$ cat config.mk
export PLATFORM = sky130hd
export DESIGN_NAME = ebr_burst
export DESIGN_NICKNAME = d
export VERILOG_FILES = /design/src/rtl/ebr_pkg.sv /design/src/rtl/ebr_burst_ctrl.sv /design/src/rtl/ebr_burst.sv
export SDC_FILE = /design/constraint.sdc
export NUM_CORES = 1
export LEC_CHECK = 0
export ABC_CLOCK_PERIOD_IN_PS = 10640
export CORE_ASPECT_RATIO = 1.75
export CORE_MARGIN = 2
export CORE_UTILIZATION = 60
export DETAILED_ROUTE_END_ITERATION = 7
export GPL_TIMING_DRIVEN = 0
export HOLD_SLACK_MARGIN = 0.05
export MAX_ROUTING_LAYER = met4
export PLACE_DENSITY = 0.78
export SYNTH_ARGS = -nofsm -noshare
export SYNTH_HDL_FRONTEND = slang
export SYNTH_SLANG_ARGS = --single-unit
$ cat constraint.sdc
create_clock -name clk -period 10.64 [get_ports clk]
set_clock_uncertainty 0.1 [all_clocks]
set_input_delay 3.192 -clock clk [delete_from_list [all_inputs] [get_ports clk]]
set_output_delay 3.192 -clock clk [all_outputs]
set_load 0.1 [all_outputs]
$ cat src/rtl/ebr_pkg.sv
// ebr_pkg: shared types and helpers for the burst-access embedded RAM.
//   burst_state_t : per-port burst FSM state (IDLE, BURST)
//   wrap_inc      : pointer increment that wraps at the memory depth
package ebr_pkg;

    typedef enum logic [0:0] {
        IDLE  = 1'b0,
        BURST = 1'b1
    } burst_state_t;

    // Next address after ptr in a memory of 'size' words; wraps size-1 -> 0.
    function automatic logic [31:0] wrap_inc(input logic [31:0] ptr, input logic [31:0] size);
        return (ptr >= size - 32'd1) ? 32'd0 : ptr + 32'd1;
    endfunction

endpackage

$ cat src/rtl/ebr_burst_ctrl.sv
// ebr_burst_ctrl: burst sequencer for one memory port.
//   clk, rst_n : clock, synchronous active-low reset
//   start      : request a new burst (validated against addr/len/state)
//   addr, len  : burst start address and beat count
//   beat       : one beat presented this cycle (write valid / read enable)
//   busy       : port is in BURST
//   fire_c     : beat is accepted this cycle (combinational)
//   last_c     : accepted beat is the final one of the burst (combinational)
//   ptr        : memory address of the current beat
module ebr_burst_ctrl
    import ebr_pkg::*;
#(
    parameter int SIZE       = 32,
    parameter int ADDR_WIDTH = $clog2(SIZE)
) (
    input  logic                  clk,
    input  logic                  rst_n,
    input  logic                  start,
    input  logic [ADDR_WIDTH-1:0] addr,
    input  logic [ADDR_WIDTH:0]   len,
    input  logic                  beat,
    output logic                  busy,
    output logic                  fire_c,
    output logic                  last_c,
    output logic [ADDR_WIDTH-1:0] ptr
);

    localparam int unsigned CW = ADDR_WIDTH + 1;
    localparam logic [CW-1:0] SIZE_W = CW'(SIZE);

    burst_state_t          state;
    burst_state_t          state_nxt;
    logic [ADDR_WIDTH-1:0] ptr_nxt;
    logic [CW-1:0]         cnt;
    logic [CW-1:0]         cnt_nxt;
    logic                  start_ok_c;

    // Start is only honoured for a non-empty burst that fits and begins inside the array.
    assign start_ok_c = start && (len != '0) && (len <= SIZE_W) && ({1'b0, addr} < SIZE_W);
    assign fire_c     = (state == BURST) && beat;
    assign last_c     = fire_c && (cnt == CW'(1));
    assign busy       = (state == BURST);

    // State, pointer and remaining-beat registers.
    always_ff @(posedge clk) begin
        if (!rst_n) begin
            state <= IDLE;
            ptr   <= '0;
            cnt   <= '0;
        end else begin
            state <= state_nxt;
            ptr   <= ptr_nxt;
            cnt   <= cnt_nxt;
        end
    end

    // Next-state logic.
    always_comb begin
        state_nxt = state;
        ptr_nxt   = ptr;
        cnt_nxt   = cnt;
        case (state)
            IDLE: begin
                if (start_ok_c) begin
                    state_nxt = BURST;
                    ptr_nxt   = addr;
                    cnt_nxt   = len;
                end
            end
            BURST: begin
                if (beat) begin
                    ptr_nxt = ADDR_WIDTH'(wrap_inc(32'(ptr), 32'(SIZE)));
                    cnt_nxt = cnt - CW'(1);
                    if (cnt == CW'(1)) begin
                        state_nxt = IDLE;
                    end
                end
            end
        endcase
    end

endmodule

$ cat src/rtl/ebr_burst.sv
// ebr_burst: single-clock embedded RAM with independent write and read burst ports.
//   clk, rst_n                      : clock, synchronous active-low reset
//   wr_start, wr_addr, wr_len       : open a write burst
//   wr_valid, wr_data, wr_be        : write beat with per-byte enables
//   wr_busy, wr_done                : write burst active / pulse after the final beat
//   rd_start, rd_addr, rd_len       : open a read burst
//   rd_en                           : issue one read beat
//   rd_busy, rd_valid, rd_data, rd_last : read burst active / returned data stream
module ebr_burst
    import ebr_pkg::*;
#(
    parameter int DATA_WIDTH = 8,
    parameter int SIZE       = 32,
    parameter int ADDR_WIDTH = $clog2(SIZE),
    parameter int OUT_REG    = 0
) (
    input  logic                    clk,
    input  logic                    rst_n,
    input  logic                    wr_start,
    input  logic [ADDR_WIDTH-1:0]   wr_addr,
    input  logic [ADDR_WIDTH:0]     wr_len,
    input  logic                    wr_valid,
    input  logic [DATA_WIDTH-1:0]   wr_data,
    input  logic [DATA_WIDTH/8-1:0] wr_be,
    output logic                    wr_busy,
    output logic                    wr_done,
    input  logic                    rd_start,
    input  logic [ADDR_WIDTH-1:0]   rd_addr,
    input  logic [ADDR_WIDTH:0]     rd_len,
    input  logic                    rd_en,
    output logic                    rd_busy,
    output logic                    rd_valid,
    output logic [DATA_WIDTH-1:0]   rd_data,
    output logic                    rd_last
);

    localparam int unsigned NB = DATA_WIDTH / 8;

    logic [DATA_WIDTH-1:0] mem [SIZE];

    logic                  wr_fire_c;
    logic                  wr_last_c;
    logic [ADDR_WIDTH-1:0] wr_ptr;
    logic                  rd_fire_c;
    logic                  rd_last_c;
    logic [ADDR_WIDTH-1:0] rd_ptr;
    logic [DATA_WIDTH-1:0] be_mask_c;

    logic                  rd_valid_q;
    logic                  rd_last_q;
    logic [DATA_WIDTH-1:0] rd_data_q;

    ebr_burst_ctrl #(
        .SIZE       (SIZE),
        .ADDR_WIDTH (ADDR_WIDTH)
    ) u_wr_ctrl (
        .clk    (clk),
        .rst_n  (rst_n),
        .start  (wr_start),
        .addr   (wr_addr),
        .len    (wr_len),
        .beat   (wr_valid),
        .busy   (wr_busy),
        .fire_c (wr_fire_c),
        .last_c (wr_last_c),
        .ptr    (wr_ptr)
    );

    ebr_burst_ctrl #(
        .SIZE       (SIZE),
        .ADDR_WIDTH (ADDR_WIDTH)
    ) u_rd_ctrl (
        .clk    (clk),
        .rst_n  (rst_n),
        .start  (rd_start),
        .addr   (rd_addr),
        .len    (rd_len),
        .beat   (rd_en),
        .busy   (rd_busy),
        .fire_c (rd_fire_c),
        .last_c (rd_last_c),
        .ptr    (rd_ptr)
    );

    // Expand byte enables into a bit mask.
    for (genvar g = 0; g < NB; g++) begin : g_be_mask
        assign be_mask_c[g*8 +: 8] = {8{wr_be[g]}};
    end

    // Array write; no reset so contents survive rst_n, and a reset cycle writes nothing.
    always_ff @(posedge clk) begin
        if (rst_n && wr_fire_c) begin
            mem[wr_ptr] <= (mem[wr_ptr] & ~be_mask_c) | (wr_data & be_mask_c);
        end
    end

    // Write completion pulse, one cycle after the final beat.
    always_ff @(posedge clk) begin
        if (!rst_n) begin
            wr_done <= 1'b0;
        end else begin
            wr_done <= wr_last_c;
        end
    end

    // First read stage; the array write is non-blocking, so a same-address read sees old data.
    always_ff @(posedge clk) begin
        if (!rst_n) begin
            rd_valid_q <= 1'b0;
            rd_last_q  <= 1'b0;
            rd_data_q  <= '0;
        end else begin
            rd_valid_q <= rd_fire_c;
            rd_last_q  <= rd_last_c;
            if (rd_fire_c) begin
                rd_data_q <= mem[rd_ptr];
            end
        end
    end

    // Optional output register; data only moves with a valid beat so rd_data holds otherwise.
    if (OUT_REG != 0) begin : g_out_reg
        logic                  valid_q2;
        logic                  last_q2;
        logic [DATA_WIDTH-1:0] data_q2;

        always_ff @(posedge clk) begin
            if (!rst_n) begin
                valid_q2 <= 1'b0;
                last_q2  <= 1'b0;
                data_q2  <= '0;
            end else begin
                valid_q2 <= rd_valid_q;
                last_q2  <= rd_last_q;
                if (rd_valid_q) begin
                    data_q2 <= rd_data_q;
                end
            end
        end

        assign rd_valid = valid_q2;
        assign rd_last  = last_q2;
        assign rd_data  = data_q2;
    end else begin : g_no_out_reg
        assign rd_valid = rd_valid_q;
        assign rd_last  = rd_last_q;
        assign rd_data  = rd_data_q;
    end

endmodule
**After elaboration in Yosys (flattened, before gate mapping)**

Memories as Yosys holds them, arrays and structs flattened. A register that Yosys moved wholly into a read port is not among the register bits.
Index checks and enable logic that the tools add are counted.

- Flip-flop bits (word level): 27
- Bits in read-only memories: 0
- Logic and storage cells: 70
- Memories kept: 1
- Bits in writable memories: 256
- Output and inout port bits: 13
- Latch bits: 0

Memory list:

| name | depth | bits a word | read ports | clocked after Yosys merged registers in | wr ports | RTL line | RTL |
|---|---|---|---|---|---|---|---|
| mem | 32 | 8 | 2 | 2 | 1 | ebr_burst.sv:39 | `logic [DATA_WIDTH-1:0] mem [SIZE];` |

- $mul: 0
- Div/mod/pow operators: 0
- Reduce and logical (&&, ||, !) cells: 14
- Shifts and indexed selects: 0
- Equality and inequality tests: 6
- Multiplexer cells: 26
- Bitwise operators: 6
- $lt $le $gt $ge: 4
- Add/subtract/negate cells: 4

Operators with widths:

| cell | count |
|---|---|
| two-way mux 5 bit | 8 |
| two-way mux 6 bit | 4 |
| case mux 6 bit (2 select lines) | 2 |
| case mux 5 bit (2 select lines) | 2 |
| bitwise AND 8 bit | 2 |
| equality test 6 x 1 -> 1 bit (second input constant) | 2 |
| less-or-equal comparator 6 bit (second input constant) | 2 |
| nonzero test 6 bit | 2 |
| subtractor 6 x 1 -> 6 bit (second input constant) | 2 |
| adder 5 x 1 -> 5 bit (second input constant) | 2 |
| greater-or-equal comparator 5 bit (second input constant) | 2 |
| logical AND 1 bit | 9 |
| two-way mux 1 bit | 8 |
| inverter 8 bit | 1 |
| bitwise OR 8 bit | 1 |
| != test 2 x 1 -> 1 bit (second input constant) | 2 |
| != test 2 bit (second input constant) | 2 |
| case mux 1 bit (2 select lines) | 2 |
| AND reduction 2 bit | 2 |
| inverter 1 bit | 2 |
| zero test 1 bit | 1 |

**Depth between registers and ports, before layout**

Gate-level depths: netlist of run 1.

- Word-level depth: 7
- Mapped depth: 8
- Depth with buffers taken out: 7

**Hierarchy**

From an unflattened synthesis of run 1, not the netlist that was laid out.

- Cells, all modules: 1036
- Area total of the unflattened synthesis: 14420.1 sq um

By module, submodules not included:

| module | instances | cells each | area each (sq um) |
|---|---|---|---|
| ebr_burst | 1 | 818 | 12665.9 |
| ebr_burst_ctrl | 2 | 109 | 877.1 |

**Worst setup path before layout of run 1**

No wires, ideal clock.

- Kind: input-to-reg
- From: input wr_be
- To: memory mem[0][5], data pin
- Cell stages on the path: 3
- Arrival time: 5.562 ns
- Setup time: 0.563 ns
- Required time: 9.977 ns
- Buffers on the path: 2
- Path slack: 4.415 ns
- Cell sequence: buf_1 -> buf_1 -> o41ai_1

- Longest elaborated chain between the ends: 3
- Elaborated cells on any way between the ends: 4
- Those cells by class: bitwise: 4

Ends and longest elaborated chain:

| what | RTL line | RTL |
|---|---|---|
| start: declaration | ebr_burst.sv:24 | `input logic [DATA_WIDTH/8-1:0] wr_be,` |
| inverter 8 bit | ebr_burst.sv:93 | `mem[wr_ptr] <= (mem[wr_ptr] & ~be_mask_c) \| (wr_data & be_mask_c);` |
| bitwise AND 8 bit | ebr_burst.sv:93 |  |
| bitwise OR 8 bit * | ebr_burst.sv:93 |  |
| end: declaration | ebr_burst.sv:39 |  |

Mark *: on every way between the ends. The rest lies on a longest branch, timed or not.

**Worst setup path after layout of run 1**

- From: register u_wr_ctrl.state (netlist: u_wr_ctrl.busy)
- To: output wr_busy

RTL lines:

| what | RTL line | RTL |
|---|---|---|
| start: declaration | ebr_burst_ctrl.sv:31 | `burst_state_t state;` |
| start signal: assignment | ebr_burst_ctrl.sv:51 | `state <= state_nxt;` |
| end: declaration | ebr_burst.sv:25 | `output logic wr_busy,` |

No word-level cell between the ends.

==> results by group, run 1 <==
CTS
  • Clock-pin slew on the worst setup and hold paths: approximately 70 ps
  • Htree depth: 1
  • Clock root buffer master: clkbuf_16
  • Clock buffer depth: 3
  • CTS Sinks: ~300
  • CTS tree: yes
  • Cts repair resizes: 0
  • Hold Buf Count CTS: 0
  • CTS buffer count: 25
  • Postcts setup bufs: 0
  • Clk Latency, worst-skew pair: between 500 and 600 ps

Critical path
  • CP Cell Sequence: clkdlybuf4s50_1
  • Critical path arrival: approximately 2200 ps
  • Slowest cell on the critical path: clkdlybuf4s50_1
  • Critical path buffers and inverters: 1
  • Worst path max stage delay: 1190 ps
  • CP Capture Type: primary output
  • CP Launch Point: u_wr_ctrl.busy
  • CP delay by family, top: buffers and inverters
  • Critical Path RT: approximately 7400 ps
  • Startpoint types: flip-flop
  • WS Path Type: reg2out
  • Peak fanout along the critical path: 8

Global route
  • Total track usage: between 30% and 40%
  • Antenna violations before repair: 0
  • Largest net degree at the start of global routing: 18
  • GRT overflow: 0
  • Vias in the first global route: approximately 10000
  • First-pass GRT wire length: slightly above 60000 um

Min path
  • Worst Hold Class: reg2reg
  • Hold path startpoint: u_rd_ctrl.cnt[3]

Floorplan
  • Initial Util: roughly 60%
  • Die area: around 0.025 mm2
  • Site row count: 74
  • Die Y: approximately 210 um
  • Top-Level Pins: 50
  • Die width: around 120 um
  • Core area: roughly 0.023 mm2

Cells and area
  • Most common cell after layout, fill and taps aside: edfxtp_1
  • ANT cells: 0
  • Area grow syn2layout: 13.4%
  • Share of layout cells above drive strength 1: between 10% and 20%
  • Most frequent cells in the layout: edfxtp_1 (256), mux2i_1 (169), nor2_1 (75)
  • Post-Route Utilization: between 60% and 70%
  • Final net count: ~1200
  • Fill cells: 1683

Yosys
  • Synth top area cells: edfxtp_1 (54%), mux2i_1 (12%), dfxtp_1 (5.6%)
  • Syn Nets: approximately 1100
  • Syn avg cell area: 13.9 um2
  • Ys async rst share: 0%
  • Seq/Total Area, Yosys: 59.5%
  • Post-synthesis cell area: 0.0143 mm2
  • Area leader, netlist: edfxtp_1
  • Mapped Cells: 1024
  • Yosys top cell area share: between 50% and 60%
  • Number of flops mapped to enable cells by yosys: about 260
  • Ys flop type: edfxtp_1
  • Library cells used by synthesis: 60
  • Synth Register Bits: between 200 and 300
  • YS warnings: 0

STA
  • Fin crit period: ~5500 ps
  • Slew margin rel.: between 30 and 40%
  • Slew @ Worst Pin: 1020 ps
  • Setup violators final: 0
  • TNS Setup: 0 ps
  • Final Hold Fails: 0
  • RSZ-0062 raised after global routing: false
  • Fmax: approximately 180 MHz
  • Slew Limit Fails: 0
  • Hold_ws: approximately 400 ps
  • Final period util: between 50% and 60%

Outcome
  • Status: complete, no violations

Route
  • ANT nets after route: 0
  • DR DRC count: 0
  • Post-Route WL: around 42000 um
  • Routed WL per cell: between 20 and 30 um
  • Routed via count: just under 10000
  • Pre-antenna DRT Iters: 6
  • Iteration-0 DRC Markers: 933
  • Vias per cell: 6.81

Placed design
  • Routability congestion estimate from global placement: 1.01
  • Post-DP HPWL: 31100 um
  • Port-buffer cells: 48

Power
  • Power density over the cells: 166 mW/mm2
  • Tot Pwr: approximately 2.7 mW
  • P_leak: about 5.2 nW
  • Worst vdd ir: ~0.10 mV

Flow run
  • Max-cap violations: 0
-- per-layer routing --
metal / track usage (%) / vias to the layer above / wire length (um)
met4: 24.2 / 0 / 3410
met2: 58.7 / 575 / 21400
met5: - / - / 0
li1: - / 4283 / -
met3: 6.69 / 174 / 3650
met1: 36.6 / 4804 / 13600
-- synth_stat cells, drive strengths merged (2+ instances only) --
master,number
edfxtp,256
mux2i,169
nor2,75
a21oi,41
dfxtp,40
mux2,40
a22oi,36
buf,36
clkbuf,35
nand2,34
mux4,32
o22ai,32
o21ai,22
a221oi,19
a22o,16
inv,12
nand3,12
ha,11
nor4,11
a211oi,9
a211o,8
nor3,8
o211ai,8
o41ai,8
and3,7
nand2b,6
nand3b,5
and2,3
or3,3
a311oi,2
a32o,2
nor2b,2
o32ai,2
or2,2
or4,2
-- metrics by stage --
stage / instance area [um2] / setup WS (ps) / instances
2_1_floorplan: 14300 / 4420 / 1024
3_3_place_gp: 15100 / 1780 / 1376
3_5_place_dp: 15400 / 4740 / 1398
4_1_cts: 16200 / 5160 / 1444
5_1_grt: 16200 / 5110 / 1444
6_report: 16200 / 5150 / 1444
-- area by class of cell --
type                    count  area, um2  share of cell area [%]
well taps                 304        380                    2.35
plain buffers              71        344                    2.13
repair buffers             70        657                    4.06
clock buffers              33        718                    4.44
flip-flops and latches    296       8490                    52.5
clock inverters            13       95.1                   0.588
inverters                  12       45.0                   0.279
multi-input cells         645       5440                    33.7
-- logic make-up (layout without fill, tap and decap cells) --
family / after synthesis / count (layout) / share of synthesized area (%)
mux: 241 / 241 / 20.1
flops: 296 / 296 / 59.5
buf+inv: 83 / 199 / 2.73
compound gates: 218 / 218 / 10.9
simple gates: 175 / 175 / 5.82
fa+ha+maj: 11 / 11 / 0.965
-- sequential cells by signal (all words and copies together) (netlist names), named ones only --
signal,count
mem,256
rd_data,8
u_rd_ctrl.cnt,6
u_wr_ctrl.cnt,6
u_rd_ctrl.ptr,5
u_wr_ctrl.ptr,5
rd_last,1
rd_valid,1
u_rd_ctrl.busy,1
u_wr_ctrl.busy,1
wr_done,1
-- power breakdown --
part	internal [mW]	total, mW	switching (mW)	leakage [nW]
clock	0.502	0.921	0.419	0.401
sequential	1.30	1.32	0.0123	2.63
combinational	0.161	0.447	0.286	2.21
total	1.97	2.68	0.717	5.24
-- final timing paths --
kind	end	slack [ps]	cells past startpoint
setup / recovery	wr_busy	5150	1
hold / removal	u_rd_ctrl.cnt[3]	390	2
setup reg to reg	mem[13][2]	6570	8
hold reg to reg	u_rd_ctrl.cnt[3]	390	2
(Power assumes the default switching activity.)
==> run 2, diff against run 1 <==
--- a/config.mk
+++ b/config.mk
@@ -5,7 +5,7 @@
 export SDC_FILE = /design/constraint.sdc
 export NUM_CORES = 1
 export LEC_CHECK = 0
-export ABC_CLOCK_PERIOD_IN_PS = 10640
+export ABC_CLOCK_PERIOD_IN_PS = 5600
 export CORE_ASPECT_RATIO = 1.75
 export CORE_MARGIN = 2
 export CORE_UTILIZATION = 60
==> constraint.sdc (replaced) <==
create_clock -name clk -period 5.6 [get_ports clk]
set_clock_uncertainty 0.1 [all_clocks]
set_input_delay 1.68 -clock clk [delete_from_list [all_inputs] [get_ports clk]]
set_output_delay 1.68 -clock clk [all_outputs]
set_load 0.1 [all_outputs]
==> results of run 2 <==
The final DEF is identical to that of run 1. Status: complete, no violations.
Main changes from that run: setup slack after placement 4740 ps -> 1220 ps; setup slack after layout 5150 ps -> 1530 ps; end point of the critical path wr_busy -> mem[13][2]; register-to-register setup slack 6570 ps -> 1530 ps; total power 2.68 mW -> 5.10 mW; worst IR drop on VDD 0.104 mV -> 0.198 mV
==> run 3, diff against run 2 <==
--- a/config.mk
+++ b/config.mk
@@ -5,15 +5,15 @@
 export SDC_FILE = /design/constraint.sdc
 export NUM_CORES = 1
 export LEC_CHECK = 0
-export ABC_CLOCK_PERIOD_IN_PS = 5600
+export ABC_CLOCK_PERIOD_IN_PS = 3300
 export CORE_ASPECT_RATIO = 1.75
 export CORE_MARGIN = 2
-export CORE_UTILIZATION = 60
+export CORE_UTILIZATION = 56
 export DETAILED_ROUTE_END_ITERATION = 7
 export GPL_TIMING_DRIVEN = 0
 export HOLD_SLACK_MARGIN = 0.05
 export MAX_ROUTING_LAYER = met4
-export PLACE_DENSITY = 0.78
+export PLACE_DENSITY = 0.77
 export SYNTH_ARGS = -nofsm -noshare
 export SYNTH_HDL_FRONTEND = slang
 export SYNTH_SLANG_ARGS = --single-unit
==> constraint.sdc (replaced) <==
create_clock -name clk -period 3.3 [get_ports clk]
set_clock_uncertainty 0.1 [all_clocks]
set_input_delay 0.99 -clock clk [delete_from_list [all_inputs] [get_ports clk]]
set_output_delay 0.99 -clock clk [all_outputs]
set_load 0.1 [all_outputs]
==> results by group, run 3 (synthesis results as in run 1) <==
Cells and area
  • Max reg flops: 256 (unchanged)
  • Fill cells: 1802 (+7.1%)
  • Most common cell after layout, fill and taps aside: edfxtp_1
  • Share of layout cells above drive strength 1: 17.9% (+1.9 points)
  • Area grow syn2layout: 15.4%
  • Most frequent cells in the layout: edfxtp_1 (256), mux2i_1 (169), nor2_1 (75)
  • Post-Route Utilization: 65.4% (-3.9 points)
  • Final net count: 1177 (+0.68%)
  • ANT cells: 0 (unchanged)
  • Largest Register: mem

Floorplan
  • Top-Level Pins: 50 (unchanged)
  • Core area: 0.0251 mm2 (+7.8%)
  • Site row count: 77 (+4.1%)
  • Initial Util: 56.7% (-4.4 points)
  • Die Y: 215 um (+3.4%)
  • Die area: 0.0268 mm2 (+7.0%)
  • Die width: 125 um (+3.4%)

Critical path
  • Slowest cell on the critical path: nor2_1
  • Startpoint types: flip-flop
  • Peak fanout along the critical path: 12
  • Critical path buffers and inverters: 4
  • Reg2reg path depth: 8 (unchanged)
  • WP depth: 8
  • CP delay by family, top: buffers and inverters
  • Critical Path RT: about 3500 ps
  • WS Path Type: reg2reg
  • CP Cell Sequence: nor2_1 > clkbuf_2 > clkbuf_2 > a22oi_1 > a21oi_1 > o41ai_4 > buf_4 > buf_4
  • Reg2reg setup slack: -2 ps
  • Worst path max stage delay: about 500 ps
  • Critical path arrival: around 3500 ps
  • CP Capture Type: flip-flop

Min path
  • Hold path startpoint: u_rd_ctrl.cnt[5]
  • Worst Hold Class: reg2reg
  • Cells on Worst Hold Path: 2 (unchanged)

STA
  • Final period util: 100%
  • Setup violators final: 6 (+6)
  • RSZ-0062 raised after global routing: true
  • Slew margin rel.: 34.7% (+3.4 points)
  • Hold_ws: 377 ps (-12.7 ps)
  • Slew @ Worst Pin: 976 ps (-42.8 ps)
  • Fmax: roughly 300 MHz
  • Fin crit period: roughly 3300 ps
  • Slew Limit Fails: 0 (unchanged)
  • Final Hold Fails: 0 (unchanged)
  • TNS Setup: -8.24 ps (-8.24 ps)
  • Worst setup margin: -2.00 ps

CTS
  • Clk Latency, worst-skew pair: 540 ps (-20 ps)
  • Clock root buffer master: clkbuf_16
  • Clock-pin slew on the worst setup and hold paths: 70 ps (about the same)
  • CTS buffer count: 25 (unchanged)
  • Hold Buf Count CTS: 0 (unchanged)
  • CTS Sinks: 296 (unchanged)
  • CTS tree: yes
  • Htree depth: 1 (unchanged)
  • Clock buffer depth: 3 (unchanged)

Route
  • Pre-antenna DRT Iters: 6 (unchanged)
  • DR DRC count: 0 (unchanged)
  • Vias per cell: 6.79 (-0.35%)
  • Routed via count: 9931 (+0.97%)
  • Post-Route WL: 41600 um (-1.1%)
  • ANT nets after route: 0 (unchanged)
  • Iteration-0 DRC Markers: 1306 (+40%)
  • Routed WL per cell: 28.5 um (-2.3%)

Global route
  • GRT overflow: 0 (unchanged)
  • First-pass GRT wire length: 60800 um (-1.2%)
  • Vias in the first global route: 10100 (+0.36%)
  • Antenna violations before repair: 0 (unchanged)
  • Total track usage: 31.4% (-3.6 points)
  • Largest net degree at the start of global routing: 18 (unchanged)

Flow run
  • Max-cap violations: 0 (unchanged)

Power
  • Tot Pwr: just under 9 mW
  • Power density over the cells: roughly 540 mW/mm2
  • P_leak: 5.38 nW (+2.6%)
  • Worst vdd ir: between 0.3 and 0.4 mV

Outcome
  • Status: complete, but fails checks
  • Failing checks: negative setup slack

Placed design
  • Port-buffer cells: 48 (unchanged)
  • Post-DP HPWL: 30400 um (-2.2%)
  • Routability congestion estimate from global placement: 0.959 (-4.9%)
-- run 3: cell count changes in the layout (fill, tap and decap cells not counted), moves of 3 or more --
cell and change:
clkbuf_2 +8, clkinv_1 -3, clkbuf_1 -7, buf_4 +6
bufinv_16 +4, o41ai_2 -8, o41ai_4 +8
-- run 3: path summary, 6_finish.rpt --
path,endpoint
max reg2reg,mem[7][3]
max,mem[7][3]
min reg2reg,u_rd_ctrl.cnt[5]
min,u_rd_ctrl.cnt[5]
-- run 3: area by class of cell --
| class | instances | area (um2) | share of cell area [%] |
|---|---|---|---|
| multi-input combinational | 645 | 5550 | 33.7 |
| tap | 316 | 395 | 2.40 |
| inverter | 12 | 45.0 | 0.274 |
| buffer | 71 | 359 | 2.18 |
| clock buffer | 33 | 686 | 4.17 |
| sequential | 296 | 8490 | 51.6 |
| timing repair buffer | 78 | 736 | 4.47 |
| clock inverter | 12 | 193 | 1.17 |
-- run 3: worst reg2reg max path, cell delays in order, from the launching register on --
cell and delay (ps):
dfxtp_1 340, nor2_1 500, clkbuf_2 480, clkbuf_2 430
a22oi_1 190, a21oi_1 480, o41ai_4 140, buf_4 200
buf_4 180
-- run 3: layer usage --
metal | track usage (%) | wire length, um | up-vias
li1 | - | - | 4297
met1 | 33.9 | 13900 | 4852
met2 | 54.3 | 21200 | 616
met3 | 4.28 | 3390 | 166
met4 | 19.5 | 3120 | 0
met5 | - | 0 | -
-- run 3: stage by stage --
stage,instance area (um2),worst slack [ps],instances
detailed placement,15400,-414,1408
floorplan,14300,-723,1024
CTS,16400,9.96,1455
global route,16500,-24.8,1463
finish,16500,-2.00,1463
global placement,15100,-4170,1388
-- run 3: timing repair --
action / in CTS / in global routing
endpoints found under the setup margin: 252 / 132
pin swaps: 2 / 4
buffers inserted: 2 / 8
gates resized for setup: 17 / 9
-- run 3: power breakdown --
part           switching (mW)  leakage [nW]  internal (mW)
combinational           0.936          2.32          0.561
clock                    1.34         0.424           1.86
sequential             0.0395          2.63           4.20
total                    2.31          5.38           6.62
